**config.mk**
```make
export PLATFORM = sky130hd
export DESIGN_NAME = alu_result_collector
export DESIGN_NICKNAME = d
export VERILOG_FILES = /design/src/rtl/alu_pkg.sv /design/src/rtl/alu_result_fifo.sv /design/src/rtl/alu_result_collector.sv
export SDC_FILE = /design/constraint.sdc
export NUM_CORES = 1
export LEC_CHECK = 0
export CAP_MARGIN = 20
export CORE_UTILIZATION = 25
export DETAILED_ROUTE_END_ITERATION = 12
export DONT_BUFFER_PORTS = 1
export SYNTH_ARGS = -nofsm -noshare
export SYNTH_HDL_FRONTEND = slang
export SYNTH_SLANG_ARGS = --single-unit
```
**constraint.sdc**
```tcl
create_clock -name CLK -period 3.2 [get_ports CLK]
set_input_delay 0.64 -clock CLK [delete_from_list [all_inputs] [get_ports CLK]]
set_output_delay 0.64 -clock CLK [all_outputs]
set_load 0.02 [all_outputs]
```
**src/rtl/alu_pkg.sv**
```systemverilog
// Shared constants for the ALU result collector: source codes, default widths
// and the function-tag width.
package alu_pkg;

  localparam int OUT_WIDTH_DEF   = 32;
  localparam int ARITH_WIDTH_DEF = 32;
  localparam int LOGIC_WIDTH_DEF = 16;
  localparam int CMP_WIDTH_DEF   = 16;
  localparam int SHIFT_WIDTH_DEF = 17;
  localparam int DEPTH_DEF       = 4;

  localparam int FUN_WIDTH = 4;
  localparam int SRC_WIDTH = 2;

  // Source tag attached to every captured result.
  typedef enum logic [SRC_WIDTH-1:0] {
    SRC_ARITH = 2'd0,
    SRC_LOGIC = 2'd1,
    SRC_CMP   = 2'd2,
    SRC_SHIFT = 2'd3
  } src_t;

  // True when more than one unit enable is set in the same cycle.
  function automatic logic multi_hot(input logic [3:0] v);
    return (v & (v - 4'd1)) != 4'd0;
  endfunction

endpackage

```
**src/rtl/alu_result_fifo.sv**
```systemverilog
// First-word-fall-through FIFO. The head entry is read combinationally from the
// storage array so it is visible the cycle after it is written. The head reads
// as zero while the FIFO is empty.
module alu_result_fifo
  import alu_pkg::*;
#(
  parameter int WIDTH = OUT_WIDTH_DEF + SRC_WIDTH + FUN_WIDTH,
  parameter int DEPTH = DEPTH_DEF
) (
  input  logic                     CLK,
  input  logic                     RST,
  input  logic                     push,
  input  logic [WIDTH-1:0]         wr_data,
  input  logic                     pop,
  output logic [WIDTH-1:0]         rd_data,
  output logic                     full,
  output logic                     empty,
  output logic [$clog2(DEPTH):0]   count
);

  localparam int AW = $clog2(DEPTH);
  localparam int CW = AW + 1;

  logic [WIDTH-1:0] mem [DEPTH];
  logic [AW-1:0]    wr_ptr;
  logic [AW-1:0]    rd_ptr;
  logic             do_push;
  logic             do_pop;

  assign full    = (count == CW'(DEPTH));
  assign empty   = (count == '0);
  assign do_pop  = pop & ~empty;
  // A push into a full FIFO is only taken when the head leaves in the same cycle.
  assign do_push = push & (~full | do_pop);
  assign rd_data = empty ? '0 : mem[rd_ptr];

  // Storage array write; contents need no reset because empty masks the head.
  always_ff @(posedge CLK) begin
    if (do_push) mem[wr_ptr] <= wr_data;
  end

  // Pointer and occupancy update; pointers wrap naturally at power-of-two depth.
  always_ff @(posedge CLK or negedge RST) begin
    if (!RST) begin
      wr_ptr <= '0;
      rd_ptr <= '0;
      count  <= '0;
    end else begin
      if (do_push) wr_ptr <= wr_ptr + AW'(1);
      if (do_pop)  rd_ptr <= rd_ptr + AW'(1);
      case ({do_push, do_pop})
        2'b10:   count <= count + CW'(1);
        2'b01:   count <= count - CW'(1);
        default: count <= count;
      endcase
    end
  end

endmodule

```
**src/rtl/alu_result_collector.sv**
```systemverilog
// Collects the one active registered ALU unit result per cycle, tags it with
// its source and function code, and queues it for a valid/ready consumer.
// Flags dropped results and multiple simultaneous issues as sticky errors.
module alu_result_collector
  import alu_pkg::*;
#(
  parameter int OUT_WIDTH   = OUT_WIDTH_DEF,
  parameter int ARITH_WIDTH = ARITH_WIDTH_DEF,
  parameter int LOGIC_WIDTH = LOGIC_WIDTH_DEF,
  parameter int CMP_WIDTH   = CMP_WIDTH_DEF,
  parameter int SHIFT_WIDTH = SHIFT_WIDTH_DEF,
  parameter int DEPTH       = DEPTH_DEF
) (
  input  logic                     CLK,
  input  logic                     RST,
  input  logic                     ARITH_EN,
  input  logic                     LOGIC_EN,
  input  logic                     CMP_EN,
  input  logic                     SHIFT_EN,
  input  logic [FUN_WIDTH-1:0]     ALU_FUN,
  input  logic [ARITH_WIDTH-1:0]   ARITH_OUT,
  input  logic [LOGIC_WIDTH-1:0]   LOGIC_OUT,
  input  logic [CMP_WIDTH-1:0]     CMP_OUT,
  input  logic [SHIFT_WIDTH-1:0]   SHIFT_OUT,
  input  logic                     RES_READY,
  input  logic                     CLR_ERR,
  output logic                     RES_VALID,
  output logic [OUT_WIDTH-1:0]     RES_DATA,
  output logic [SRC_WIDTH-1:0]     RES_SRC,
  output logic [FUN_WIDTH-1:0]     RES_FUN,
  output logic [$clog2(DEPTH):0]   COUNT,
  output logic                     BUSY,
  output logic                     OVF_ERR,
  output logic                     MULTI_ERR
);

  localparam int CW = $clog2(DEPTH) + 1;
  localparam int EW = OUT_WIDTH + SRC_WIDTH + FUN_WIDTH;

  logic [3:0]           en_q;
  logic [FUN_WIDTH-1:0] fun_q;
  logic [OUT_WIDTH-1:0] sel_data;
  src_t                 sel_src;
  logic                 write_req;
  logic                 multi_event;
  logic                 ovf_event;
  logic                 pop_req;
  logic                 fifo_full;
  logic                 fifo_empty;
  logic [EW-1:0]        head;
  logic [CW-1:0]        busy_sum;

  // Stage 1: delay the issue strobes and function code to meet the unit outputs.
  always_ff @(posedge CLK or negedge RST) begin
    if (!RST) begin
      en_q  <= '0;
      fun_q <= '0;
    end else begin
      en_q  <= {SHIFT_EN, CMP_EN, LOGIC_EN, ARITH_EN};
      fun_q <= ALU_FUN;
    end
  end

  // Stage 2 select: zero-extend the single active unit output and tag its source.
  always_comb begin
    sel_data  = '0;
    sel_src   = SRC_ARITH;
    write_req = 1'b0;
    case (en_q)
      4'b0001: begin sel_data = OUT_WIDTH'(ARITH_OUT); sel_src = SRC_ARITH; write_req = 1'b1; end
      4'b0010: begin sel_data = OUT_WIDTH'(LOGIC_OUT); sel_src = SRC_LOGIC; write_req = 1'b1; end
      4'b0100: begin sel_data = OUT_WIDTH'(CMP_OUT);   sel_src = SRC_CMP;   write_req = 1'b1; end
      4'b1000: begin sel_data = OUT_WIDTH'(SHIFT_OUT); sel_src = SRC_SHIFT; write_req = 1'b1; end
      default: ;
    endcase
  end

  assign multi_event = multi_hot(en_q);
  assign pop_req     = RES_VALID & RES_READY;
  assign ovf_event   = write_req & fifo_full & ~pop_req;

  alu_result_fifo #(
    .WIDTH (EW),
    .DEPTH (DEPTH)
  ) u_fifo (
    .CLK     (CLK),
    .RST     (RST),
    .push    (write_req),
    .wr_data ({sel_data, sel_src, fun_q}),
    .pop     (pop_req),
    .rd_data (head),
    .full    (fifo_full),
    .empty   (fifo_empty),
    .count   (COUNT)
  );

  assign RES_VALID = ~fifo_empty;
  assign RES_DATA  = head[EW-1 -: OUT_WIDTH];
  assign RES_SRC   = head[FUN_WIDTH +: SRC_WIDTH];
  assign RES_FUN   = head[FUN_WIDTH-1:0];

  // The result already in stage 2 counts against capacity so a compliant issuer never overflows.
  assign busy_sum = COUNT + CW'(|en_q);
  assign BUSY     = (busy_sum >= CW'(DEPTH));

  // Sticky error flags; a new error event beats a clear in the same cycle.
  always_ff @(posedge CLK or negedge RST) begin
    if (!RST) begin
      OVF_ERR   <= 1'b0;
      MULTI_ERR <= 1'b0;
    end else begin
      if (ovf_event)    OVF_ERR <= 1'b1;
      else if (CLR_ERR) OVF_ERR <= 1'b0;
      if (multi_event)  MULTI_ERR <= 1'b1;
      else if (CLR_ERR) MULTI_ERR <= 1'b0;
    end
  end

endmodule

```
# Word level (Yosys, flattened, before mapping)
# Memory sizes are Yosys's and may differ from the RTL's.
# Index checks and enable logic that the tools add are counted.
[op_classes] addsub=6 n_lt_le_gt_ge=1 n_eq_ne=7 n_mux=10 bitwise=10 reduce_logical=7
[op_table] cell="$pmux W32 S4" n=1
[op_table] cell="$mux W38" n=1
[op_table] cell="$reduce_or A4 Y1" n=2
[op_table] cell="$mux W1" n=6
[op_table] cell="$pmux W2 S3" n=1
[op_table] cell="$pmux W3 S2" n=1
[op_table] cell="$reduce_bool A2 Y1" n=3
[op_table] cell="$and A1 B1 Y1" n=5
[op_table] cell="$add A2 B1 Y2 const B" n=2
[op_table] cell="$and A4 B4 Y4" n=1
[op_table] cell="$eq A4 B1 Y1 const B" n=1
[op_table] cell="$eq A4 B2 Y1 const B" n=1
[op_table] cell="$eq A4 B3 Y1 const B" n=1
[op_table] cell="$eq A4 B4 Y1 const B" n=1
[op_table] cell="$reduce_bool A4 Y1" n=1
[op_table] cell="$sub A4 B1 Y4 const B" n=1
[op_table] cell="$add A3 B1 Y3" n=1
[op_table] cell="$add A3 B1 Y3 const B" n=1
[op_table] cell="$eq A3 B3 Y1 const B" n=1
[op_table] cell="$ge A3 B3 Y1 const B" n=1
[op_table] cell="$logic_not A3 Y1" n=1
[op_table] cell="$not A1 Y1" n=3
[op_table] cell="$sub A3 B1 Y3 const B" n=1
[op_table] cell="$eq A2 B1 Y1 const B" n=1
[op_table] cell="2 further kinds" n=2
[totals] reg_bits=17 ramBits=152 in_bits=93 output_inout_bits=45 wordCells=49 mem_count=1
[memory_table] name="u_fifo.mem" words=4 word_bits=38 rd=1 rd_clocked_by_memory_dff=0 wr=1 line_no="alu_result_fifo.sv:24" rtl="logic [WIDTH-1:0] mem [DEPTH];"

# Depth between registers and ports, before layout
[depth] word_depth=8 mapped_depth=9 mapped_depth_nobuf=7

# By module
# From an unflattened synthesis, not the netlist that was laid out.
[hier_totals] cells_unflattened=394 area_unflattened_um2=7170.6
[by_module_without_submodules] mod="alu_result_fifo" instances=1 cells_each=281 area_per_inst_um2=6188.4 seq_area_each_um2=4739.5
[by_module_without_submodules] mod="alu_result_collector" instances=1 cells_each=113 area_per_inst_um2=982.2 seq_area_each_um2=250.2

# Worst setup path before layout
# OpenSTA, ideal clock, no wires.
[synth_timing] path_type="reg-to-reg" from="register en_q[0]" to="memory u_fifo.mem[0][0] (netlist bit), enable pin" setup_ns=0.399 arrival_time_ns=2.309 required_time_ns=2.801 path_slack_ns=0.492 stages_incl_launch_ff=8 path_buffers=2 period_less_slack_ns=2.708 cell_sequence="dfrtp_1 > buf_6 > or2_4 > buf_4 > nor2_2 > nor2_2 > a31oi_4 > and2_1"
[synth_between] elab_chain_cells=6 word_cells_on_any_way=9 classes_between="eq/ne (4); mux (3); bitwise (1); reduce/logical (1)"
[synth_rtl] item="from (decl)" line_no="alu_result_collector.sv:40" rtl="logic [3:0] en_q;"
[synth_rtl] item="from (signal assigned)" line_no="alu_result_collector.sv:59" rtl="en_q <= {SHIFT_EN, CMP_EN, LOGIC_EN, ARITH_EN};"
[synth_rtl] item="$eq A4 B4 Y1, or another cell as far along" line_no="alu_result_collector.sv:69" rtl="case (en_q)"
[synth_rtl] item="$reduce_or A4 Y1 (no source line) (*)"
[synth_rtl] item="$mux W1 (*)" line_no="alu_result_collector.sv:69"
[synth_rtl] item="$and A1 B1 Y1 (*)" line_no="alu_result_fifo.sv:34" rtl="assign do_push = push & (~full | do_pop);"
[synth_rtl] item="$mux W1 (*)" line_no="alu_result_fifo.sv:39" rtl="if (do_push) mem[wr_ptr] <= wr_data;"
[synth_rtl] item="$mux W1 (implied by the code) (*)" line_no="alu_result_fifo.sv:39"
[synth_rtl] item="to (decl)" line_no="alu_result_fifo.sv:24"
# Mark *: on every way between the ends. The rest lies on a longest branch, timed or not.

# Worst setup path in the final report
[layout_timing] from="register u_fifo.rd_ptr[0]" to="output port RES_DATA[25]"
[layout_between] elab_chain_cells=2
[layout_rtl] item="from (decl)" line_no="alu_result_fifo.sv:26" rtl="logic [AW-1:0] rd_ptr;"
[layout_rtl] item="from (signal assigned)" line_no="alu_result_fifo.sv:50" rtl="if (do_pop) rd_ptr <= rd_ptr + AW'(1);"
[layout_rtl] item="$mem_v2 Z4 W38"
[layout_rtl] item="$mux W38" line_no="alu_result_fifo.sv:35" rtl="assign rd_data = empty ? '0 : mem[rd_ptr];"
[layout_rtl] item="to (decl)" line_no="alu_result_collector.sv:28" rtl="output logic [OUT_WIDTH-1:0] RES_DATA,"
# Every way passes these cells.

==> run_results.csv <==
group,metric,value,unit
routing,drcViolationCount,0,
die,std_cell_rows,61,
setup_path,rr_startpoint,"en_q[0]",
global_route,antenna_found_initial,0,
die,ios,138,
yosys,ys.flop_type,"edfxtp_1",
global_route,grt_max_degree,41,
power,leakagePower,0.00256,uW
setup_path,end_kind,"output port",
die,core_area,28000,sq um
die,start_util,0.256,
clocking,htree_levels,4,
clocking,cts-hold-fix-buffers,1,
clocking,clock-sinks,169,
setup_path,rr_endpoint,"u_fifo.mem[0][25]",
setup_path,r2r_slack,0.64,ns
yosys,synth.most_common_cell,"edfxtp_1",
clocking,postCtsSetupBuffers,0,
placed_design,dp_hpwl,10400,microns
timing,max-slew-margin-rel,0.336,
yosys,synth_common_cells,"152 x edfxtp_1, 57 x and2_1, 38 x mux4_2",
placed_design,dpl.cell_count,763,
timing,min_period,2.94,ns
worst_hold_path,holdPathStages,0,
power,finalPower,6930,uW
yosys,syn_nets,504,
routing,via_per_inst,4.55,
layout,post_route_cells_drive_above_1_share,0.225,
yosys,ys_types,43,
routing,num_vias,3633,
layout,final_nets,503,
worst_hold_path,hold_class,"input port to flip-flop",
timing,hold_violations,0,
global_route,globalRouteOverflowTotal,0,
yosys,synth_area,7170,sq um
routing,drt-initial-drc-count,318,
placed_design,io_buffer_count,0,
yosys,async_flop_share,0.101,
outcome,status,"finished, final reports clean",
timing,fmax,340,MHz
clocking,cts-buffers-inserted,17,
global_route,track_usage,0.109,
routing,ant_nets,0,
setup_path,cp-endpoint,"RES_DATA[25]",
setup_path,startpoint,"u_fifo.rd_ptr[0]",
yosys,synth_edf_count,152,
yosys,yosys_warnings,0,
clocking,clockBufferDepth,2,
clocking,post_cts_resized,0,
power,p_per_area,849,nW/um^2
placed_design,gp_congestion,0.705,
timing,drv_slew,0,
clocking,clock-root-buffer,"clkbuf_16",
yosys,syn_inst,406,
setup_path,critPathKind,"flip-flop to output port",
setup_path,worstSetupStartpointType,"flip-flop",
routing,wire_per_inst,19.7,microns
routing,wl,15700,microns
routing,drt_pass1_iterations,6,
timing,timing.final.crit_share,0.919,
timing,worst_slew_pin_slew,0.989,ns
yosys,synthTopCellsByArea,"edfxtp_1 64%, mux4_2 12%, dfrtp_1 5.9%",
layout,area_growth,13.8,%
die,die_area,29400,sq um
yosys,ys_seq_area_frac,0.696,
timing,rsz0062_at_grt,"no",
clocking,path_clk_slew,0.07,ns
yosys,avgSynthCellArea,17.7,sq um
yosys,synth_top_area_share,0.637,
power,peakVddDrop,0.335,mV
global_route,grt_pass1_wl,22800,microns
setup_path,worstPathArrival,2.30,ns
global_route,grt_pass1_vias,3645,
setup_path,path_max_fanout,40,
setup_path,r2r_cells,6,
yosys,ys_ff_latch,169,
job,max_cap_viol_count,0,
timing,fin_tns_setup,0,ns
layout,fillers,2776,
timing,worst_hold_slack,0.242,ns
die,die_w,171,microns
yosys,synth_top_cell_by_area,"edfxtp_1",
timing,setup_violations,0,
clocking,cts_tree,"yes",
die,die_h,171,microns
timing,skew,0.00825,ns
setup_path,cp.required,2.56,ns
clocking,insertion_delay,0.42,ns
layout,instances_no_fill,798,
[through the flow]
stage	util	setup slack (ns)	cell area, sq um
final	0.291	0.260	8160
after global routing	0.291	0.0636	8150
after CTS	0.291	0.157	8150
after detailed placement	0.271	0.601	7590
after global placement	0.271	0.621	7590
after floorplan	-	0.492	7170
[layer usage]
metal | GRT usage | wire length (microns) | vias up
li1 | - | - | 1599
met1 | 0.128 | 6340 | 1897
met2 | 0.189 | 8190 | 122
met3 | 0.0380 | 1000 | 15
met4 | 0.0303 | 155 | 0
met5 | 0 | 0 | -
[how the worst min path moves through the flow]
stage | from | endpoint | slack [ns]
3_3_place_gp | RST | fun_q[2] | 0.35
5_1_grt | ALU_FUN[0] | fun_q[0] | 0.21
2_1_floorplan | RST | MULTI_ERR | 0.34
4_1_cts | ALU_FUN[0] | fun_q[0] | 0.22
3_5_place_dp | RST | fun_q[2] | 0.35
6_report | ALU_FUN[0] | fun_q[0] | 0.24
[layout make-up]
cell class | instances | area [sq um] | area share
sequential | 169 | 4990 | 0.612
multi-input combinational | 201 | 2020 | 0.247
tap | 378 | 473 | 0.0580
clock buffer | 17 | 425 | 0.0521
clock inverter | 15 | 130 | 0.0160
timing repair buffer | 10 | 90.1 | 0.0110
inverter | 6 | 22.5 | 0.00276
antenna | 2 | 5.00 | 0.000613
[placed cells by master (no fill, tap or decap), types with 3 or more instances in the layout]
cell type,count
ha_1,4
o21ai_0,14
nor2_1,6
and2_1,53
a22oi_1,32
and2_2,4
inv_6,4
edfxtp_1,152
nand3_1,3
buf_4,8
mux4_2,38
inv_8,4
dfrtp_1,15
nor3_1,4
clkbuf_16,17
a21oi_1,4
clkinvlp_4,3
inv_1,6
xnor2_1,8
[report_power, final]
| part | total [uW] | switching [uW] | internal (uW) |
|---|---|---|---|
| Combinational | 1980 | 1170 | 812 |
| Clock | 1920 | 896 | 1020 |
| Sequential | 3020 | 339 | 2680 |
[registers in the layout, indices dropped and copies added, names as in the netlist]
register       cells
fun_q              4
u_fifo.wr_ptr      2
u_fifo.rd_ptr      2
u_fifo.count       3
u_fifo.mem       152
OVF_ERR            1
MULTI_ERR          1
en_q               4
[logic make-up after synthesis]
family          share of synthesized area
flops                               0.696
simple gates                       0.0712
compound gates                     0.0656
mux                                 0.121
buf+inv                            0.0246
xor+xnor                           0.0120
fa+ha+maj                         0.00977
[worst max-delay path, stage by stage (launching register included)]
cell,delay (ns)
dfrtp_4,0.98
mux4_2,0.64
and2_1,0.25
Note: power is estimated with default switching activity, not from simulation.
